`src/rtl/branch_resolve_unit.sv`:
```
// branch_resolve_unit: registered RV32 branch-resolution stage.
// Selects operands (register file or forwarding buses), evaluates the
// conditional-branch condition, computes target / next PC, flags
// mispredictions and keeps saturating branch / mispredict statistics.
// After a mispredicting result leaves, younger branches are squashed
// until the frontend acknowledges the redirect with flush_in.
module branch_resolve_unit #(
  parameter  int XLEN    = 32,
  parameter  int NUM_FWD = 2,
  parameter  int CNT_W   = 16,
  localparam int SEL_W   = ($clog2(NUM_FWD + 1) > 1) ? $clog2(NUM_FWD + 1) : 1
) (
  input  logic                    clk,
  input  logic                    rst,

  // input side
  input  logic                    in_valid,
  output logic                    in_ready,
  input  logic [XLEN-1:0]         in_pc,
  input  logic [XLEN-1:0]         in_imm,
  input  logic [XLEN-1:0]         in_rs1,
  input  logic [XLEN-1:0]         in_rs2,
  input  logic [NUM_FWD*XLEN-1:0] fwd_data,
  input  logic [SEL_W-1:0]        op1_sel,
  input  logic [SEL_W-1:0]        op2_sel,
  input  logic [2:0]              funct3,
  input  logic                    pred_taken,
  input  logic                    flush_in,

  // output side
  output logic                    out_valid,
  input  logic                    out_ready,
  output logic                    out_taken,
  output logic                    out_mispredict,
  output logic [XLEN-1:0]         out_target,
  output logic [XLEN-1:0]         out_next_pc,
  output logic                    out_misaligned,
  output logic                    out_illegal,

  // statistics
  output logic [CNT_W-1:0]        branch_count,
  output logic [CNT_W-1:0]        mispredict_count
);

  typedef enum logic {
    ST_RUN    = 1'b0,
    ST_SQUASH = 1'b1
  } state_t;

  localparam logic [2:0] F3_BEQ  = 3'b000;
  localparam logic [2:0] F3_BNE  = 3'b001;
  localparam logic [2:0] F3_BLT  = 3'b100;
  localparam logic [2:0] F3_BGE  = 3'b101;
  localparam logic [2:0] F3_BLTU = 3'b110;
  localparam logic [2:0] F3_BGEU = 3'b111;

  // --------------------------------------------------------------------
  // Registered state
  // --------------------------------------------------------------------
  state_t            state_q, state_d;
  logic              out_valid_q, out_valid_d;
  logic              taken_q, taken_d;
  logic              mispredict_q, mispredict_d;
  logic [XLEN-1:0]   target_q, target_d;
  logic [XLEN-1:0]   next_pc_q, next_pc_d;
  logic              misaligned_q, misaligned_d;
  logic              illegal_q, illegal_d;
  logic [CNT_W-1:0]  branch_cnt_q, branch_cnt_d;
  logic [CNT_W-1:0]  mispred_cnt_q, mispred_cnt_d;

  // --------------------------------------------------------------------
  // Forwarding slots unpacked into an array for readable selection
  // --------------------------------------------------------------------
  logic [XLEN-1:0] fwd_slot [NUM_FWD];

  generate
    for (genvar gi = 0; gi < NUM_FWD; gi++) begin : g_fwd_slot
      assign fwd_slot[gi] = fwd_data[gi*XLEN +: XLEN];
    end
  endgenerate

  // Operand selection: 0 -> register file, k -> slot k-1, out of range -> register file
  logic [XLEN-1:0] op_a;
  logic [XLEN-1:0] op_b;

  always_comb begin
    op_a = in_rs1;
    op_b = in_rs2;
    for (int k = 0; k < NUM_FWD; k++) begin
      if (op1_sel == SEL_W'(k + 1)) op_a = fwd_slot[k];
      if (op2_sel == SEL_W'(k + 1)) op_b = fwd_slot[k];
    end
  end

  // --------------------------------------------------------------------
  // Condition evaluation and address arithmetic for the incoming branch
  // --------------------------------------------------------------------
  logic            cond_taken;
  logic            cond_illegal;
  logic [XLEN-1:0] new_target;
  logic [XLEN-1:0] new_fallthru;
  logic [XLEN-1:0] new_next_pc;
  logic            new_misaligned;
  logic            new_mispredict;

  // Six RV32 branch conditions; the two unused encodings are never taken
  always_comb begin
    cond_taken   = 1'b0;
    cond_illegal = 1'b0;
    case (funct3)
      F3_BEQ:  cond_taken = (op_a == op_b);
      F3_BNE:  cond_taken = (op_a != op_b);
      F3_BLT:  cond_taken = ($signed(op_a) <  $signed(op_b));
      F3_BGE:  cond_taken = ($signed(op_a) >= $signed(op_b));
      F3_BLTU: cond_taken = (op_a <  op_b);
      F3_BGEU: cond_taken = (op_a >= op_b);
      default: cond_illegal = 1'b1;
    endcase
  end

  // Target and next-PC; sums wrap modulo 2^XLEN
  always_comb begin
    new_target     = in_pc + in_imm;
    new_fallthru   = in_pc + XLEN'(4);
    new_next_pc    = cond_taken ? new_target : new_fallthru;
    new_misaligned = cond_taken && (new_target[1:0] != 2'b00);
    new_mispredict = (cond_taken != pred_taken);
  end

  // --------------------------------------------------------------------
  // Handshakes
  // --------------------------------------------------------------------
  logic in_hs;
  logic out_hs;
  logic load;

  // While squashing the stage swallows inputs, so it is always ready
  always_comb begin
    in_ready = (state_q == ST_SQUASH) || !out_valid_q || out_ready;
    in_hs    = in_valid && in_ready;
    out_hs   = out_valid_q && out_ready;
    load     = in_hs && !flush_in && (state_q == ST_RUN);
  end

  // Next-state logic: flush wins, otherwise drain/load and enter squash on a leaving mispredict
  always_comb begin
    state_d     = state_q;
    out_valid_d = out_valid_q;
    if (flush_in) begin
      state_d     = ST_RUN;
      out_valid_d = 1'b0;
    end else begin
      if (out_hs)                 out_valid_d = 1'b0;
      if (load)                   out_valid_d = 1'b1;
      if (out_hs && mispredict_q) state_d     = ST_SQUASH;
    end
  end

  // Result payload only changes when a new branch is loaded
  always_comb begin
    taken_d      = taken_q;
    mispredict_d = mispredict_q;
    target_d     = target_q;
    next_pc_d    = next_pc_q;
    misaligned_d = misaligned_q;
    illegal_d    = illegal_q;
    if (load) begin
      taken_d      = cond_taken;
      mispredict_d = new_mispredict;
      target_d     = new_target;
      next_pc_d    = new_next_pc;
      misaligned_d = new_misaligned;
      illegal_d    = cond_illegal;
    end
  end

  // Saturating statistics; an output handshake counts even during a flush
  always_comb begin
    branch_cnt_d  = branch_cnt_q;
    mispred_cnt_d = mispred_cnt_q;
    if (out_hs && (branch_cnt_q != {CNT_W{1'b1}}))
      branch_cnt_d = branch_cnt_q + CNT_W'(1);
    if (out_hs && mispredict_q && (mispred_cnt_q != {CNT_W{1'b1}}))
      mispred_cnt_d = mispred_cnt_q + CNT_W'(1);
  end

  // All state: FSM, valid flag, result payload and counters
  always_ff @(posedge clk or posedge rst) begin
    if (rst) begin
      state_q       <= ST_RUN;
      out_valid_q   <= 1'b0;
      taken_q       <= 1'b0;
      mispredict_q  <= 1'b0;
      target_q      <= '0;
      next_pc_q     <= '0;
      misaligned_q  <= 1'b0;
      illegal_q     <= 1'b0;
      branch_cnt_q  <= '0;
      mispred_cnt_q <= '0;
    end else begin
      state_q       <= state_d;
      out_valid_q   <= out_valid_d;
      taken_q       <= taken_d;
      mispredict_q  <= mispredict_d;
      target_q      <= target_d;
      next_pc_q     <= next_pc_d;
      misaligned_q  <= misaligned_d;
      illegal_q     <= illegal_d;
      branch_cnt_q  <= branch_cnt_d;
      mispred_cnt_q <= mispred_cnt_d;
    end
  end

  // Outputs straight from flops
  assign out_valid        = out_valid_q;
  assign out_taken        = taken_q;
  assign out_mispredict   = mispredict_q;
  assign out_target       = target_q;
  assign out_next_pc      = next_pc_q;
  assign out_misaligned   = misaligned_q;
  assign out_illegal      = illegal_q;
  assign branch_count     = branch_cnt_q;
  assign mispredict_count = mispred_cnt_q;

endmodule

```
`config.mk`:
```
export PLATFORM = sky130hd
export DESIGN_NAME = branch_resolve_unit
export DESIGN_NICKNAME = d
export VERILOG_FILES = /design/src/rtl/branch_resolve_unit.sv
export SDC_FILE = /design/constraint.sdc
export NUM_CORES = 1
export LEC_CHECK = 0
export ABC_AREA = 1
export CAP_MARGIN = 25
export CORE_MARGIN = 3
export CORE_UTILIZATION = 47
export CTS_BUF_LIST = sky130_fd_sc_hd__clkbuf_16
export CTS_CLUSTER_DIAMETER = 60
export CTS_CLUSTER_SIZE = 10
export DETAILED_ROUTE_END_ITERATION = 6
export PLACE_DENSITY = 0.9
export SLEW_MARGIN = 15
export SYNTH_ARGS = -nofsm -noshare
export SYNTH_HDL_FRONTEND = slang
export SYNTH_SLANG_ARGS = --single-unit
export TNS_END_PERCENT = 20
```
`constraint.sdc`:
```
create_clock -name clk -period 4.7 [get_ports clk]
set_input_delay 0.94 -clock clk [delete_from_list [all_inputs] [get_ports clk]]
set_output_delay 0.94 -clock clk [all_outputs]
set_load 0.02 [all_outputs]
```
* Word-level counts from Yosys, hierarchy flattened
Index checks and enable logic that the tools add are counted.
Storage, ports and cells: output and inout port bits 102, bits of input ports 205, logic and storage cells 62, register bits 102
Operators by class: magnitude comparators 4, reduce and logical (&&, ||, !) cells 17, equal/unequal tests 14, muxes and demuxes 12, bitwise operators 1, $add $sub $neg 4
Operators with widths (count):
- $mux W32 | 5
- $ge A32 B32 Y1 | 2
- $lt A32 B32 Y1 | 2
- $add A16 B1 Y16 const B | 2
- $add A32 B3 Y32 const B | 1
- $add A32 B32 Y32 | 1
- $eq A32 B32 Y1 | 1
- $ne A16 B16 Y1 const B | 2
- $ne A32 B32 Y1 | 1
- $eq A3 B3 Y1 const B | 4
- $logic_and A1 B1 Y1 | 8
- $mux W1 | 6
- $pmux W1 S6 | 1
- $reduce_or A6 Y1 | 1
- $eq A2 B1 Y1 const B | 2
- $eq A2 B2 Y1 const B | 2
- $reduce_bool A2 Y1 | 2
- $eq A3 B1 Y1 const B | 1
- $logic_not A3 Y1 | 1
- $reduce_bool A3 Y1 | 1
- $logic_not A1 Y1 | 2
- $logic_or A1 B1 Y1 | 2
- $ne A1 B1 Y1 | 1
- $not A1 Y1 | 1

* Logic depth before layout (Yosys ltp)
Gate-level depths: netlist of the first run.
depth in word-level cells 8, mapped depth 26, mapped depth without buffers 26

* Least setup slack after synthesis of the first run
No wires, ideal clock.
path type input to register, from in op1_sel[0], to reg next_pc_q[29] (netlist: out_next_pc[29]), path slack 1248 ps, required time 4581 ps, stages on the path 21, data arrival time 3334 ps, cell sequence inv_1 > nor2_1 > clkbuf_1 > nand2_1 > o21ai_0 > a21oi_1 > ha_1 > nand2_1 > nor2_1 > nand4_1 > nor2_4 > nand2_2 > nand2_1 > nand2_1 > nand2_2 > nor2_4 > nor2_8 > buf_6 > nand3_1 > nand3_1 > nand2_1
On the way: word-level cells in the longest chain between the ends 6
Ends and longest elaborated chain:
- start, declared | line 24 | input logic [SEL_W-1:0] op1_sel,
- $eq A2 B1 Y1 | line 90 | if (op1_sel == SEL_W'(k + 1)) op_a = fwd_slot[k];
- $mux W32 | line 90
- $mux W32 (*) | line 90
- $ge A32 B32 Y1, or another cell as far along | line 116 | F3_BGEU: cond_taken = (op_a >= op_b);
- $pmux W1 S6 (*) | line 110 | case (funct3)
- $mux W32 (*) | line 125 | new_next_pc = cond_taken ? new_target : new_fallthru;
- end signal, assigned | line 206 | next_pc_q <= next_pc_d;
- end, declared | line 65 | logic [XLEN-1:0] next_pc_q, next_pc_d;
Mark *: on every way between the ends. The rest lies on a longest branch, timed or not. A chain may end at the register's enable or synchronous reset.

* Final worst setup path of the first run
from in op2_sel[0], to reg next_pc_q[26] (netlist: out_next_pc[26])
On the way: word-level cells in the longest chain between the ends 6
Ends and longest elaborated chain:
- start, declared | line 25 | input logic [SEL_W-1:0] op2_sel,
- $eq A2 B1 Y1 | line 91 | if (op2_sel == SEL_W'(k + 1)) op_b = fwd_slot[k];
- $mux W32 | line 91
- $mux W32 (*) | line 91
- $ge A32 B32 Y1, or another cell as far along | line 116
- $pmux W1 S6 (*) | line 110
- $mux W32 (*) | line 125
Marks and branches as above.

==> impl_results.rst, run 1 <==
.. list-table::
   :header-rows: 1

   * - Metric
     - Value
   * - Outcome
     - finished, final reports clean
   * - Weighted congestion reported at the end of routability-driven placement
     - 0.989
   * - Drt initial violations
     - about 860
   * - Met2 Use GR
     - 46.6%
   * - Resized Gates After CTS
     - 0
   * - Busiest layer in global routing
     - met2
   * - Clock buffers created by TritonCTS
     - 9
   * - Layout Cell Area excl Fill
     - about 0.013 mm²
   * - Ports
     - between 300 and 400
   * - Synth warnings
     - 0
   * - Max frequency
     - 242 MHz
   * - Final worst path period need
     - 4.13 ns
   * - Clock-pin slew on the worst setup and hold paths
     - 0.07 ns
   * - Detailed Route WL
     - approximately 31,000 µm
   * - Global-route usage over all layers
     - 28.2%
   * - Number of library cell types mapped by synthesis
     - 44
   * - Layout fillers
     - 1,648
   * - Cells on Worst Hold Path
     - 2
   * - Port buffer count
     - 306
   * - Synth Flop Type
     - sky130_fd_sc_hd__dfrtp_1
   * - Cell count of the worst reg-to-reg path
     - 10
   * - Worst Setup Slack post-DPL
     - roughly 0.25 ns
   * - Cells after synthesis
     - 1,370
   * - Y dimension of the die
     - 146 µm
   * - Startpoint type of the worst setup path
     - input pin
   * - Area occupied by multi-input gates
     - between 0.005 and 0.006 mm²
   * - Number of global-route vias before repair
     - 9,647
   * - Post-synth ARST share
     - 100%
   * - Number of sinks handled by clock tree synthesis
     - a little over 100
   * - Worst EP required
     - roughly 5 ns
   * - Global route total overflow
     - 0
   * - Mean number of vias per cell
     - 5.36
   * - Via count
     - 10,266
   * - Startpoint of the tightest hold check path
     - out_target[3]$_DFFE_PP0P_
   * - Buffer count from post-CTS setup fixing
     - 0
   * - Average cell area after synthesis
     - 6.71 µm²
   * - Fraction of final layout cells sized beyond drive strength 1
     - 3.63%
   * - Flop-to-flop setup slack
     - 2.65 ns
   * - Clock root buffer master
     - sky130_fd_sc_hd__clkbuf_16
   * - Hold Path End
     - out_target[3]$_DFFE_PP0P_
   * - Pins over their slew limit
     - 0
   * - Final worst setup slack
     - 0.575 ns
   * - Drt first pass iters
     - 5
   * - Portion of the clock cycle consumed by the worst path in the final layout
     - 87.8%
   * - Syn Nets
     - about 1,600
   * - Ratio of total power to cell area
     - 290 mW/mm²
   * - Fraction of the yosys area taken by sequential cells
     - roughly 28%
   * - Met1 usage in global routing
     - slightly below 40%
   * - End of the worst register-to-register path
     - branch_count[15]$_DFFE_PP0P_
   * - Layout overhead on the synthesized area
     - 39.2%
   * - Number of hold violations in the final report
     - 0
   * - Flop and latch count out of synthesis
     - 102
   * - Unrepaired setup endpoints after global routing
     - no
   * - Drt wl/cell
     - 16.4 µm
   * - Final setup vio count
     - 0
   * - Core area
     - 0.0190 mm²
   * - Standard-cell row count
     - 50
   * - Endpoint type of the worst setup path
     - register
   * - Worst vdd rail ir drop
     - 0.186 mV
   * - Class of the tightest hold or removal check
     - reg -> reg
   * - Flip-flop and latch area
     - approximately 0.0026 mm²
   * - Number of maximum-capacitance violations
     - 0
   * - Worst slew margin relative to its limit
     - 40.3%
   * - Post-DP HPWL
     - 25,600 µm
   * - Largest net degree at the start of global routing
     - slightly above 100
   * - Clock tree from TritonCTS
     - done
   * - Net count of the finished layout
     - 1,922
   * - Worst-case clock skew
     - 0.00660 ns
   * - Worst Path Max Fanout
     - 33
   * - Count of flip-flops with a built-in enable after synthesis
     - 0
   * - H-tree levels
     - 3
   * - Cts-stage hold buffer count
     - 0
   * - Antenna Violating Nets Remaining
     - 0
   * - Die area
     - 0.0213 mm²
   * - Summed instance area of the synthesized netlist
     - 0.00919 mm²
   * - Cell area after placement
     - 0.0125 mm²
   * - DR DRC count
     - 0
   * - GRT met3 Usage
     - 3.43%
   * - Cell leakage power
     - 6.15 nW
   * - Skew-Pair Late Insertion Delay
     - 0.35 ns
   * - Arrival @ worst endpoint
     - 4.35 ns
   * - Effective utilization at floorplan
     - 48.5%
   * - Reg-to-Reg Start
     - branch_count[0]$_DFFE_PP0P_
   * - Max Root-Sink Buffers
     - 2
   * - First-pass GRT wire length
     - 49,200 µm
   * - Type of the worst setup path
     - in -> reg
   * - Aggregate negative setup slack
     - 0 ns
   * - Initial antenna violation count
     - 2
   * - Actual transition at the worst max-transition pin
     - 0.895 ns
   * - Width of the die
     - between 100 and 150 µm
[worst max-delay path by stage]
stage,start,slack [ns],to,depth (start not counted)
after floorplan,rst,1.08,branch_count[0]$_DFFE_PP0P_,1
after global placement,op2_sel[0],0.43,out_next_pc[0]$_DFFE_PP0P_,23
after detailed placement,op2_sel[0],0.25,out_next_pc[26]$_DFFE_PP0P_,21
after CTS,op2_sel[0],0.61,out_next_pc[7]$_DFFE_PP0P_,21
after global routing,op2_sel[0],0.30,out_next_pc[24]$_DFFE_PP0P_,21
final,op2_sel[0],0.57,out_next_pc[26]$_DFFE_PP0P_,21
[cells by family after synthesis]
| family | share of synthesized area (%) |
|---|---|
| AO/OA/AOI/OAI | 15.3 |
| AND/OR/NAND/NOR | 30.7 |
| flip-flops | 27.8 |
| buffers and inverters | 8.81 |
| adder cells (fa/ha/maj) | 9.20 |
| XOR/XNOR | 8.01 |
| multiplexers | 0.123 |
[synthesized netlist by cell type, types with 2 or more instances]
master | count | share of area (%)
sky130_fd_sc_hd__nand2_1 | 383 | 16
sky130_fd_sc_hd__inv_1 | 149 | 6.1
sky130_fd_sc_hd__o21ai_0 | 119 | 6.5
sky130_fd_sc_hd__nor2_1 | 107 | 4.4
sky130_fd_sc_hd__dfrtp_1 | 102 | 28
sky130_fd_sc_hd__nand3_1 | 102 | 5.6
sky130_fd_sc_hd__a21oi_1 | 88 | 4.8
sky130_fd_sc_hd__ha_1 | 66 | 9.0
sky130_fd_sc_hd__xor2_1 | 58 | 5.5
sky130_fd_sc_hd__clkbuf_1 | 35 | 1.4
sky130_fd_sc_hd__o211ai_1 | 30 | 2.5
sky130_fd_sc_hd__xnor2_1 | 26 | 2.5
sky130_fd_sc_hd__nor3_1 | 16 | 0.87
sky130_fd_sc_hd__nand4_1 | 14 | 0.95
sky130_fd_sc_hd__nor4_1 | 11 | 0.75
sky130_fd_sc_hd__buf_6 | 6 | 0.74
sky130_fd_sc_hd__a21o_1 | 5 | 0.41
sky130_fd_sc_hd__buf_2 | 5 | 0.27
sky130_fd_sc_hd__nand2_2 | 5 | 0.34
sky130_fd_sc_hd__nand3_2 | 4 | 0.44
sky130_fd_sc_hd__a31oi_1 | 3 | 0.20
sky130_fd_sc_hd__nor2_2 | 3 | 0.20
sky130_fd_sc_hd__nor2_4 | 3 | 0.37
sky130_fd_sc_hd__o21bai_1 | 3 | 0.25
sky130_fd_sc_hd__a21oi_2 | 2 | 0.19
sky130_fd_sc_hd__buf_4 | 2 | 0.16
sky130_fd_sc_hd__inv_2 | 2 | 0.082
sky130_fd_sc_hd__nand2_4 | 2 | 0.25
sky130_fd_sc_hd__o21a_1 | 2 | 0.16
sky130_fd_sc_hd__o21ai_2 | 2 | 0.19
sky130_fd_sc_hd__or2_2 | 2 | 0.14
[where the power goes]
part / total (W) / internal [W] / switching, W
Clock: 0.000715 / 0.000366 / 0.000349
Combinational: 0.00179 / 0.000789 / 0.000997
Sequential: 0.00121 / 0.00106 / 0.000147
[layer usage]
layer	up-vias	share of wire [%]
li1	5061	-
met1	4698	43
met2	456	48
met3	51	7.0
met4	0	2.5
met5	-	0
[state kept, by name, indices dropped and copies added, names as in the netlist]
name,cells
out_mispredict,1
out_taken,1
mispredict_count,16
out_valid,1
state_q,1
out_target,32
out_next_pc,32
branch_count,16
out_illegal,1
out_misaligned,1
[through the flow]
step / total power (W) / hold slack, ns / utilization, % / std cells
2_1_floorplan: 0.00215 / 0.509 / - / 1370
3_3_place_gp: 0.00294 / 0.462 / 65.8 / 1898
3_5_place_dp: 0.00299 / 0.465 / 65.8 / 1898
5_1_grt: 0.00392 / 0.501 / 67.5 / 1917
6_report: 0.00371 / 0.482 / 67.5 / 1917
4_1_cts: 0.00370 / 0.483 / 67.3 / 1914
[final cells by class]
| type | count | share of cell area [%] |
|---|---|---|
| tap | 260 | 2.54 |
| clock inverter | 7 | 0.430 |
| multi-input combinational | 1068 | 45.7 |
| timing repair buffer | 317 | 25.0 |
| antenna | 2 | 0.0391 |
| clock buffer | 9 | 1.76 |
| sequential | 102 | 20.0 |
| inverter | 152 | 4.48 |
[layout by cell type, fill, tap and decap left out, types with 3 or more instances in the layout]
cell and count:
sky130_fd_sc_hd__xor2_1 58, sky130_fd_sc_hd__dfrtp_1 102, sky130_fd_sc_hd__nand2_1 382, sky130_fd_sc_hd__clkbuf_16 9
sky130_fd_sc_hd__nor4_1 11, sky130_fd_sc_hd__o21bai_1 3, sky130_fd_sc_hd__nor2_1 106, sky130_fd_sc_hd__buf_12 3
sky130_fd_sc_hd__buf_4 7, sky130_fd_sc_hd__nor2_2 3, sky130_fd_sc_hd__ha_1 66, sky130_fd_sc_hd__o211ai_1 30
sky130_fd_sc_hd__nand3_2 4, sky130_fd_sc_hd__o21ai_0 119, sky130_fd_sc_hd__a21oi_1 88, sky130_fd_sc_hd__inv_1 148
sky130_fd_sc_hd__nor3_1 16, sky130_fd_sc_hd__clkdlybuf4s50_1 306, sky130_fd_sc_hd__nor2_4 4, sky130_fd_sc_hd__a21o_1 5
sky130_fd_sc_hd__nand2_2 6, sky130_fd_sc_hd__nand4_1 14, sky130_fd_sc_hd__a31oi_1 3, sky130_fd_sc_hd__xnor2_1 26
sky130_fd_sc_hd__nand3_1 101
[worst max-delay path: stages]
cell and delay (ns):
sky130_fd_sc_hd__clkdlybuf4s50_1 0.46, sky130_fd_sc_hd__inv_1 0.05, sky130_fd_sc_hd__nor2_1 0.21, sky130_fd_sc_hd__inv_2 0.09, sky130_fd_sc_hd__buf_4 0.22, sky130_fd_sc_hd__o211ai_1 0.19, sky130_fd_sc_hd__o21ai_0 0.12, sky130_fd_sc_hd__ha_1 0.31
sky130_fd_sc_hd__nand2_1 0.07, sky130_fd_sc_hd__nor2_1 0.19, sky130_fd_sc_hd__nand4_1 0.10, sky130_fd_sc_hd__nor2_1 0.23, sky130_fd_sc_hd__nand2_4 0.10, sky130_fd_sc_hd__nand2_2 0.08, sky130_fd_sc_hd__o21ai_2 0.05, sky130_fd_sc_hd__inv_2 0.06
sky130_fd_sc_hd__nand3_2 0.12, sky130_fd_sc_hd__nor2_8 0.40, sky130_fd_sc_hd__nand3_1 0.15, sky130_fd_sc_hd__nand3_1 0.12, sky130_fd_sc_hd__nand2_1 0.08
Note: power is estimated with default switching activity, not from simulation.
==> run 2, diff against run 1 <==
GPL_TIMING_DRIVEN = 0   (was default)
==> impl_results.rst, run 2 (synthesized netlist as in run 1, its figures left out) <==
.. list-table::
   :header-rows: 1

   * - Metric
     - Value
   * - Die area
     - 0.0213 mm² (unchanged)
   * - Most frequent standard cell in the layout excluding fill and tap cells
     - sky130_fd_sc_hd__nand2_1
   * - DR DRC count
     - 0 (unchanged)
   * - Layout overhead on the synthesized area
     - 40.4%
   * - Leading cell types in the layout, fill and taps excluded
     - sky130_fd_sc_hd__nand2_1 (383), sky130_fd_sc_hd__clkdlybuf4s50_1 (306), sky130_fd_sc_hd__inv_1 (148), sky130_fd_sc_hd__o21ai_0 (119), sky130_fd_sc_hd__nor2_1 (106)
   * - Drt initial violations
     - 763 (-11%)
   * - Fraction of final layout cells sized beyond drive strength 1
     - 3.66% (+0.037 points)
   * - Ports
     - 307 (unchanged)
   * - Total instance count after detailed placement
     - 1,937 (+2.1%)
   * - Startpoint type of the worst setup path
     - input pin
   * - Unrepaired setup endpoints after global routing
     - no
   * - End of the worst register-to-register path
     - branch_count[15]$_DFFE_PP0P_
   * - Core area
     - 0.0190 mm² (unchanged)
   * - Mean number of vias per cell
     - 5.45 (+1.8%)
   * - Worst EP required
     - 4.94 ns (about the same)
   * - Portion of the clock cycle consumed by the worst path in the final layout
     - 94.2% (+6.5 points)
   * - Ratio of total power to cell area
     - 293 mW/mm² (+1.0%)
   * - Y dimension of the die
     - 146 µm (unchanged)
   * - Largest net degree at the start of global routing
     - 81 (-21%)
   * - Flop-to-flop setup slack
     - 2.62 ns (-0.03 ns)
   * - Cell leakage power
     - 6.19 nW (+0.69%)
   * - Skew-Pair Late Insertion Delay
     - 0.35 ns (about the same)
   * - Worst vdd rail ir drop
     - 0.194 mV (+4.3%)
   * - Post-DP HPWL
     - 28,300 µm (+11%)
   * - First-pass GRT wire length
     - 54,500 µm (+11%)
   * - Actual transition at the worst max-transition pin
     - 0.562 ns (-0.333 ns)
   * - Port buffer count
     - 306 (unchanged)
   * - Clock-pin slew on the worst setup and hold paths
     - 0.08 ns (about the same)
   * - Drt wl/cell
     - 17.7 µm (+7.8%)
   * - Via count
     - 10,650 (+3.7%)
   * - End of the critical path
     - out_next_pc[29]$_DFFE_PP0P_
   * - Final setup vio count
     - 0 (unchanged)
   * - Non-filler cells, final
     - 1,953 (+1.9%)
   * - Drt first pass iters
     - 5 (unchanged)
   * - Reg-to-Reg Start
     - branch_count[0]$_DFFE_PP0P_
   * - Type of the worst setup path
     - in -> reg
   * - Clock root buffer master
     - sky130_fd_sc_hd__clkbuf_16
   * - Standard-cell row count
     - 50 (unchanged)
   * - Startpoint of the worst setup timing path
     - op2_sel[0]
   * - Worst-case clock skew
     - 0.00627 ns (-0.000335 ns)
   * - Aggregate negative setup slack
     - 0 ns (unchanged)
   * - Number of global-route vias before repair
     - 10,298 (+6.7%)
   * - Detailed Route WL
     - 34,500 µm (+9.8%)
   * - Clock buffers created by TritonCTS
     - 9 (unchanged)
   * - Initial antenna violation count
     - 0 (-2)
   * - # diodes
     - 0 (-2)
   * - Antenna Violating Nets Remaining
     - 0 (unchanged)
   * - Final worst path period need
     - 4.43 ns (+0.304 ns)
   * - Worst slew margin relative to its limit
     - 62.5% (+22 points)
   * - Global-route usage over all layers
     - 31.6% (+3.3 points)
   * - Number of sinks handled by clock tree synthesis
     - 102 (unchanged)
   * - Layout Cell Area excl Fill
     - 0.0129 mm² (+0.92%)
   * - Number of hold violations in the final report
     - 0 (unchanged)
   * - Net count of the finished layout
     - 1,960 (+2.0%)
   * - H-tree levels
     - 3 (unchanged)
   * - Global route total overflow
     - 0 (unchanged)
   * - Arrival @ worst endpoint
     - 4.67 ns (+0.32 ns)
   * - Buffer count from post-CTS setup fixing
     - 0 (unchanged)
   * - Clock tree from TritonCTS
     - done
   * - Outcome
     - finished, final reports clean
   * - Max Root-Sink Buffers
     - 2 (unchanged)
   * - Endpoint type of the worst setup path
     - register
   * - Effective utilization at floorplan
     - 48.5% (unchanged)
   * - Cell count of the worst reg-to-reg path
     - 10 (unchanged)
   * - Width of the die
     - 146 µm (unchanged)
   * - Number of maximum-capacitance violations
     - 0 (unchanged)
   * - Weighted congestion reported at the end of routability-driven placement
     - 0.930 (-6.1%)
   * - Worst Path Max Fanout
     - 10 (-70%)
   * - Cell area after placement
     - 0.0126 mm² (+1.1%)
   * - Max frequency
     - 226 MHz (-6.9%)
   * - Pins over their slew limit
     - 0 (unchanged)
   * - Class of the tightest hold or removal check
     - reg -> reg
run 2: cell count changes in the layout (fill, tap and decap cells not counted), sizes merged:
cell | previous run | this run
clkinvlp | 0 | 1
buf | 11 | 14
diode | 2 | 0
clkbuf | 9 | 44
clkinv | 5 | 4
run 2: critical path, stage by stage:
cell and delay, ns:
sky130_fd_sc_hd__clkdlybuf4s50_1 0.45, sky130_fd_sc_hd__inv_1 0.05, sky130_fd_sc_hd__nor2_1 0.30, sky130_fd_sc_hd__inv_2 0.16
sky130_fd_sc_hd__clkbuf_1 0.30, sky130_fd_sc_hd__o211ai_1 0.26, sky130_fd_sc_hd__o21ai_0 0.12, sky130_fd_sc_hd__ha_1 0.31
sky130_fd_sc_hd__nand2_1 0.07, sky130_fd_sc_hd__nor2_1 0.23, sky130_fd_sc_hd__nand4_1 0.15, sky130_fd_sc_hd__nor2_1 0.26
sky130_fd_sc_hd__nand2_4 0.11, sky130_fd_sc_hd__nand2_2 0.07, sky130_fd_sc_hd__o21ai_2 0.05, sky130_fd_sc_hd__inv_2 0.07
sky130_fd_sc_hd__nand3_2 0.13, sky130_fd_sc_hd__nor2_8 0.17, sky130_fd_sc_hd__buf_6 0.16, sky130_fd_sc_hd__nand3_1 0.11
sky130_fd_sc_hd__nand3_1 0.11, sky130_fd_sc_hd__nand2_1 0.06
run 2: routing by layer:
layer / track usage, % / wire length (µm) / vias to the layer above
li1: - / - / 5126
met1: 44.5 / 14800 / 4905
met2: 50.8 / 15800 / 541
met3: 4.33 / 2870 / 78
met4: 9.26 / 1120 / 0
met5: 0 / 0 / -
run 2: area by class of cell:
class                           count  area, µm²
Fill cell                        1615       6050
Multi-Input combinational cell   1068       5830
Timing Repair Buffer              307       3090
Sequential cell                   102       2550
Inverter                          152        576
Tap cell                          260        325
Buffer                             48        239
Clock buffer                        9        225
Clock inverter                      7       68.8
run 2: how the worst min path moves through the flow:
stage | startpoint | end | slack, ns | cells past startpoint
4_1_cts | out_taken$_DFFE_PP0P_ | out_taken$_DFFE_PP0P_ | 0.48 | 2
2_1_floorplan | state_q$_DFFE_PP0P_ | state_q$_DFFE_PP0P_ | 0.51 | 2
5_1_grt | out_taken$_DFFE_PP0P_ | out_taken$_DFFE_PP0P_ | 0.50 | 2
3_3_place_gp | out_next_pc[15]$_DFFE_PP0P_ | out_next_pc[15]$_DFFE_PP0P_ | 0.46 | 2
3_5_place_dp | out_target[0]$_DFFE_PP0P_ | out_target[0]$_DFFE_PP0P_ | 0.47 | 2
6_report | out_taken$_DFFE_PP0P_ | out_taken$_DFFE_PP0P_ | 0.48 | 2
run 2: repair_timing:
item,4_1_cts,5_1_grt
setup endpoints to repair,0,30
gates resized for setup,0,1
endpoints found under the hold margin,0,0
hold buffers,0,0
run 2: where the power goes:
part / switching [W] / internal [W]
clock: 0.000366 / 0.000374
combinational: 0.00103 / 0.000805
sequential: 0.000150 / 0.00106
run 2: through the flow:
step	hold slack (ns)	setup slack [ns]	util, %	total power, W
floorplan	0.509	1.08	-	0.00215
global placement	0.462	-0.291	66.4	0.00298
detailed placement	0.466	-0.111	66.5	0.00303
CTS	0.484	0.247	68.1	0.00377
global route	0.503	0.0277	68.1	0.00400
finish	0.480	0.271	68.1	0.00378
==> run 3, diff against run 2 <==
ABC_AREA = default   (was 1)
==> impl_results.rst, run 3 <==
.. list-table::
   :header-rows: 1

   * - Metric
     - Value
   * - Startpoint type of the worst setup path
     - input pin
   * - Post-synth ARST share
     - 100% (unchanged)
   * - Non-filler cells, final
     - 1,562 (-20%)
   * - Synth warnings
     - 0 (unchanged)
   * - Power share of the clock group
     - 21.0% (+1.5 points)
   * - Summed instance area of the synthesized netlist
     - 0.00895 mm² (-2.6%)
   * - H-tree levels
     - 3 (unchanged)
   * - Max Root-Sink Buffers
     - 2 (unchanged)
   * - Worst-case clock skew
     - 0.0123 ns (+0.00607 ns)
   * - Fraction of final layout cells sized beyond drive strength 1
     - 9.83% (+6.2 points)
   * - Cell accounting for the most synthesized area
     - sky130_fd_sc_hd__dfrtp_1
   * - Count of flip-flops with a built-in enable after synthesis
     - 0 (unchanged)
   * - Class of the tightest hold or removal check
     - reg -> reg
   * - Cells taking the most area after synthesis
     - sky130_fd_sc_hd__dfrtp_1 (29%), sky130_fd_sc_hd__mux2i_1 (10%), sky130_fd_sc_hd__ha_1 (9.2%)
   * - Global route total overflow
     - 0 (unchanged)
   * - Cell leakage power
     - 5.58 nW (-9.8%)
   * - Number of hold violations in the final report
     - 0 (unchanged)
   * - Via count
     - 9,072 (-15%)
   * - Detailed Route WL
     - 30,200 µm (-12%)
   * - Share of power burned in registers
     - 31.5% (-0.6 points)
   * - Cells after synthesis
     - 1,010 (-26%)
   * - Effective utilization at floorplan
     - 48.8% (+0.37 points)
   * - Endpoint type of the worst setup path
     - register
   * - Mean number of vias per cell
     - 5.81 (+6.5%)
   * - Largest delay contributor family on the critical path
     - simple AND/OR/NAND/NOR gates
   * - Core area
     - 0.0183 mm² (-3.3%)
   * - Cell-internal power
     - 0.00246 W (+9.6%)
   * - Arrival @ worst endpoint
     - 4.84 ns (+0.17 ns)
   * - Initial antenna violation count
     - 0 (unchanged)
   * - Worst vdd rail ir drop
     - 0.263 mV (+35%)
   * - Portion of the clock cycle consumed by the worst path in the final layout
     - 97.1% (+2.9 points)
   * - Layout fillers
     - 1,387 (-14%)
   * - Number of sinks handled by clock tree synthesis
     - 102 (unchanged)
   * - Clock root buffer master
     - sky130_fd_sc_hd__clkbuf_16
   * - Clock buffers created by TritonCTS
     - 9 (unchanged)
   * - Weighted congestion reported at the end of routability-driven placement
     - 0.974 (+4.7%)
   * - Final setup vio count
     - 0 (unchanged)
   * - Synth cell count leaders
     - sky130_fd_sc_hd__nand2_1 (127), sky130_fd_sc_hd__dfrtp_1 (102), sky130_fd_sc_hd__mux2i_1 (92), sky130_fd_sc_hd__o21ai_0 (83), sky130_fd_sc_hd__a21oi_1 (67)
   * - Number of maximum-capacitance violations
     - 0 (unchanged)
   * - Fraction of the yosys area taken by sequential cells
     - 28.5% (+0.73 points)
   * - Switching component of the power
     - 0.00142 W (-8.1%)
   * - Skew-Pair Late Insertion Delay
     - 0.36 ns (about the same)
   * - Drt wl/cell
     - 19.4 µm (+9.6%)
   * - Width of the die
     - 144 µm (-1.2%)
   * - Clock tree from TritonCTS
     - done
   * - Worst Path Max Fanout
     - 10 (unchanged)
   * - Outcome
     - finished, final reports clean
   * - Worst hold slack
     - 0.483 ns (+0.00305 ns)
   * - Average cell area after synthesis
     - 8.87 µm² (+32%)
   * - Post-synth top area share
     - 28.5% (+0.73 points)
   * - Cells traversed along the worst timing path
     - clkbuf_2 > buf_6 > clkbuf_2 > a211oi_1 > a21oi_1 > ha_1 > nand4_1 > or4_4 > nand3b_1 > and3_1 > and3_1 > a31o_1 > a311oi_4 > buf_6 > buf_4 > mux2_2 > o21ai_0
   * - Antenna Violating Nets Remaining
     - 0 (unchanged)
   * - Port buffer count
     - 303 (-0.98%)
   * - Post-DP HPWL
     - 23,900 µm (-16%)
   * - Worst Setup Slack post-DPL
     - -1.44 ns (-1.33 ns)
   * - Worst EP required
     - 4.97 ns (+0.03 ns)
   * - Dominant cell by count in the synthesized netlist
     - sky130_fd_sc_hd__nand2_1
   * - Final worst path period need
     - 4.56 ns (+0.134 ns)
   * - Pins over their slew limit
     - 0 (unchanged)
   * - Worst slew margin relative to its limit
     - 40.7% (-22 points)
   * - Number of global-route vias before repair
     - 9,129 (-11%)
   * - Clock-pin slew on the worst setup and hold paths
     - 0.08 ns (about the same)
   * - Y dimension of the die
     - 144 µm (-1.2%)
   * - Standard-cell row count
     - 49 (-2.0%)
   * - Leading cell types in the layout, fill and taps excluded
     - sky130_fd_sc_hd__clkdlybuf4s50_1 (300), sky130_fd_sc_hd__nand2_1 (127), sky130_fd_sc_hd__dfrtp_1 (102), sky130_fd_sc_hd__mux2i_1 (91), sky130_fd_sc_hd__o21ai_0 (81)
   * - Flop and latch count out of synthesis
     - 102 (unchanged)
   * - Cts-stage hold buffer count
     - 0 (unchanged)
   * - Number of library cell types mapped by synthesis
     - 53 (+20%)
   * - DR DRC count
     - 0 (unchanged)
   * - Synth Flop Type
     - sky130_fd_sc_hd__dfrtp_1
   * - Switch share
     - 36.6% (-4.2 points)
   * - Actual transition at the worst max-transition pin
     - 0.876 ns (+0.314 ns)
   * - Drt initial violations
     - 469 (-39%)
   * - Slowest library cell on the worst path
     - sky130_fd_sc_hd__or4_4
   * - Final worst setup slack
     - 0.136 ns (-0.134 ns)
   * - Largest net degree at the start of global routing
     - 71 (-12%)
   * - Ratio of total power to cell area
     - 303 mW/mm² (+3.4%)
   * - Die area
     - 0.0207 mm² (-2.5%)
   * - Ports
     - 307 (unchanged)
   * - Worst Path Buf+Inv
     - 5 (-1)
   * - Net count of the finished layout
     - 1,601 (-18%)
   * - # diodes
     - 0 (unchanged)
   * - Global-route usage over all layers
     - 28.1% (-3.5 points)
   * - Highest cell delay on the worst timing path
     - 0.60 ns (+0.15 ns)
   * - Layout overhead on the synthesized area
     - 42.7%
   * - Max frequency
     - 219 MHz (-2.9%)
   * - Syn Nets
     - 1,282 (-22%)
   * - Fraction of power consumed by combinational cells
     - 47.5% (-0.9 points)
   * - Type of the worst setup path
     - in -> reg
   * - Drt first pass iters
     - 4 (-1)
   * - First-pass GRT wire length
     - 46,500 µm (-15%)
   * - Most frequent standard cell in the layout excluding fill and tap cells
     - sky130_fd_sc_hd__clkdlybuf4s50_1
   * - Total instance count after detailed placement
     - 1,543 (-20%)
[run 3: cell count changes after synthesis, moves of 21 or more]
cell                       delta
sky130_fd_sc_hd__a21oi_1     -21
sky130_fd_sc_hd__inv_1      -135
sky130_fd_sc_hd__xnor2_1     +26
sky130_fd_sc_hd__o21ai_0     -36
sky130_fd_sc_hd__mux2_2      +64
sky130_fd_sc_hd__a211oi_1    +34
sky130_fd_sc_hd__nand2_1    -256
sky130_fd_sc_hd__nor2b_1     +41
sky130_fd_sc_hd__nor2_1      -75
sky130_fd_sc_hd__o211ai_1    -29
sky130_fd_sc_hd__xor2_1      -21
sky130_fd_sc_hd__mux2i_1     +92
sky130_fd_sc_hd__nand3_1     -72
[run 3: power by group through the flow]
stage	clock network, W	logic, W	registers, W
after floorplan	0	0.000712	0.00147
after global placement	0	0.00177	0.00122
after detailed placement	0	0.00181	0.00123
after CTS	0.000827	0.00183	0.00122
after global routing	0.000856	0.00198	0.00125
final	0.000813	0.00184	0.00122
[run 3: worst min-delay path, delay by kind of cell (launching register included)]
family	cells	cell delay, ns
flops	1	0.35
compound gates	1	0.06
simple gates	1	0.05
[run 3: layer usage]
layer / share of wire, % / global-route usage, % / up-vias
met2: 49 / 49.9 / 409
met5: 0 / 0 / -
met4: 3.6 / 9.61 / 0
li1: - / - / 4306
met3: 9.6 / 8.47 / 74
met1: 38 / 32.0 / 4283
[run 3: worst paths after layout]
kind / startpoint / to / slack, ns / cells after the start
max: op1_sel[0] / out_next_pc[20]$_DFFE_PP0P_ / 0.14 / 17
min: out_next_pc[25]$_DFFE_PP0P_ / out_next_pc[25]$_DFFE_PP0P_ / 0.48 / 2
max reg2reg: out_valid$_DFFE_PP0P_ / out_next_pc[8]$_DFFE_PP0P_ / 2.12 / 7
min reg2reg: out_next_pc[25]$_DFFE_PP0P_ / out_next_pc[25]$_DFFE_PP0P_ / 0.48 / 2
max in group asynchronous: rst / out_next_pc[5]$_DFFE_PP0P_ / 3.13 / 3
min in group asynchronous: rst / branch_count[11]$_DFFE_PP0P_ / 0.93 / 2
[run 3: stage by stage]
stage | setup TNS [ns] | util (%) | area (µm²) | total power [W]
final | 0 | 69.7 | 12800 | 0.00388
after global routing | -0.0754 | 69.7 | 12800 | 0.00408
after CTS | 0 | 69.3 | 12700 | 0.00388
after floorplan | 0 | - | 8960 | 0.00218
after detailed placement | -46.49 | 67.2 | 12300 | 0.00304
after global placement | -87.67 | 67.0 | 12300 | 0.00299
[run 3: timing repair]
action	in CTS	in global routing
resized for setup	23	53
pin swaps	2	2
endpoints found under the setup margin	35	35
setup buffers	4	0
[run 3: area by class of cell]
type	instances	area, µm²	area share, %
Clock inverter	6	87.6	0.685
Sequential cell	102	2550	20.0
Tap cell	229	287	2.24
Buffer	47	284	2.22
Clock buffer	9	225	1.76
Timing Repair Buffer	308	3090	24.2
Multi-Input combinational cell	847	6190	48.4
Inverter	14	57.6	0.450
[run 3: cells by family (layout without fill, tap and decap cells)]
logic type	count (synthesis)	in the layout	share of synthesized area (%)
mux	157	157	18.5
buf+inv	61	384	2.72
simple gates	289	289	15.5
xor+xnor	89	89	8.70
fa+ha+maj	67	67	9.45
compound gates	245	245	16.7
flops	102	102	28.5
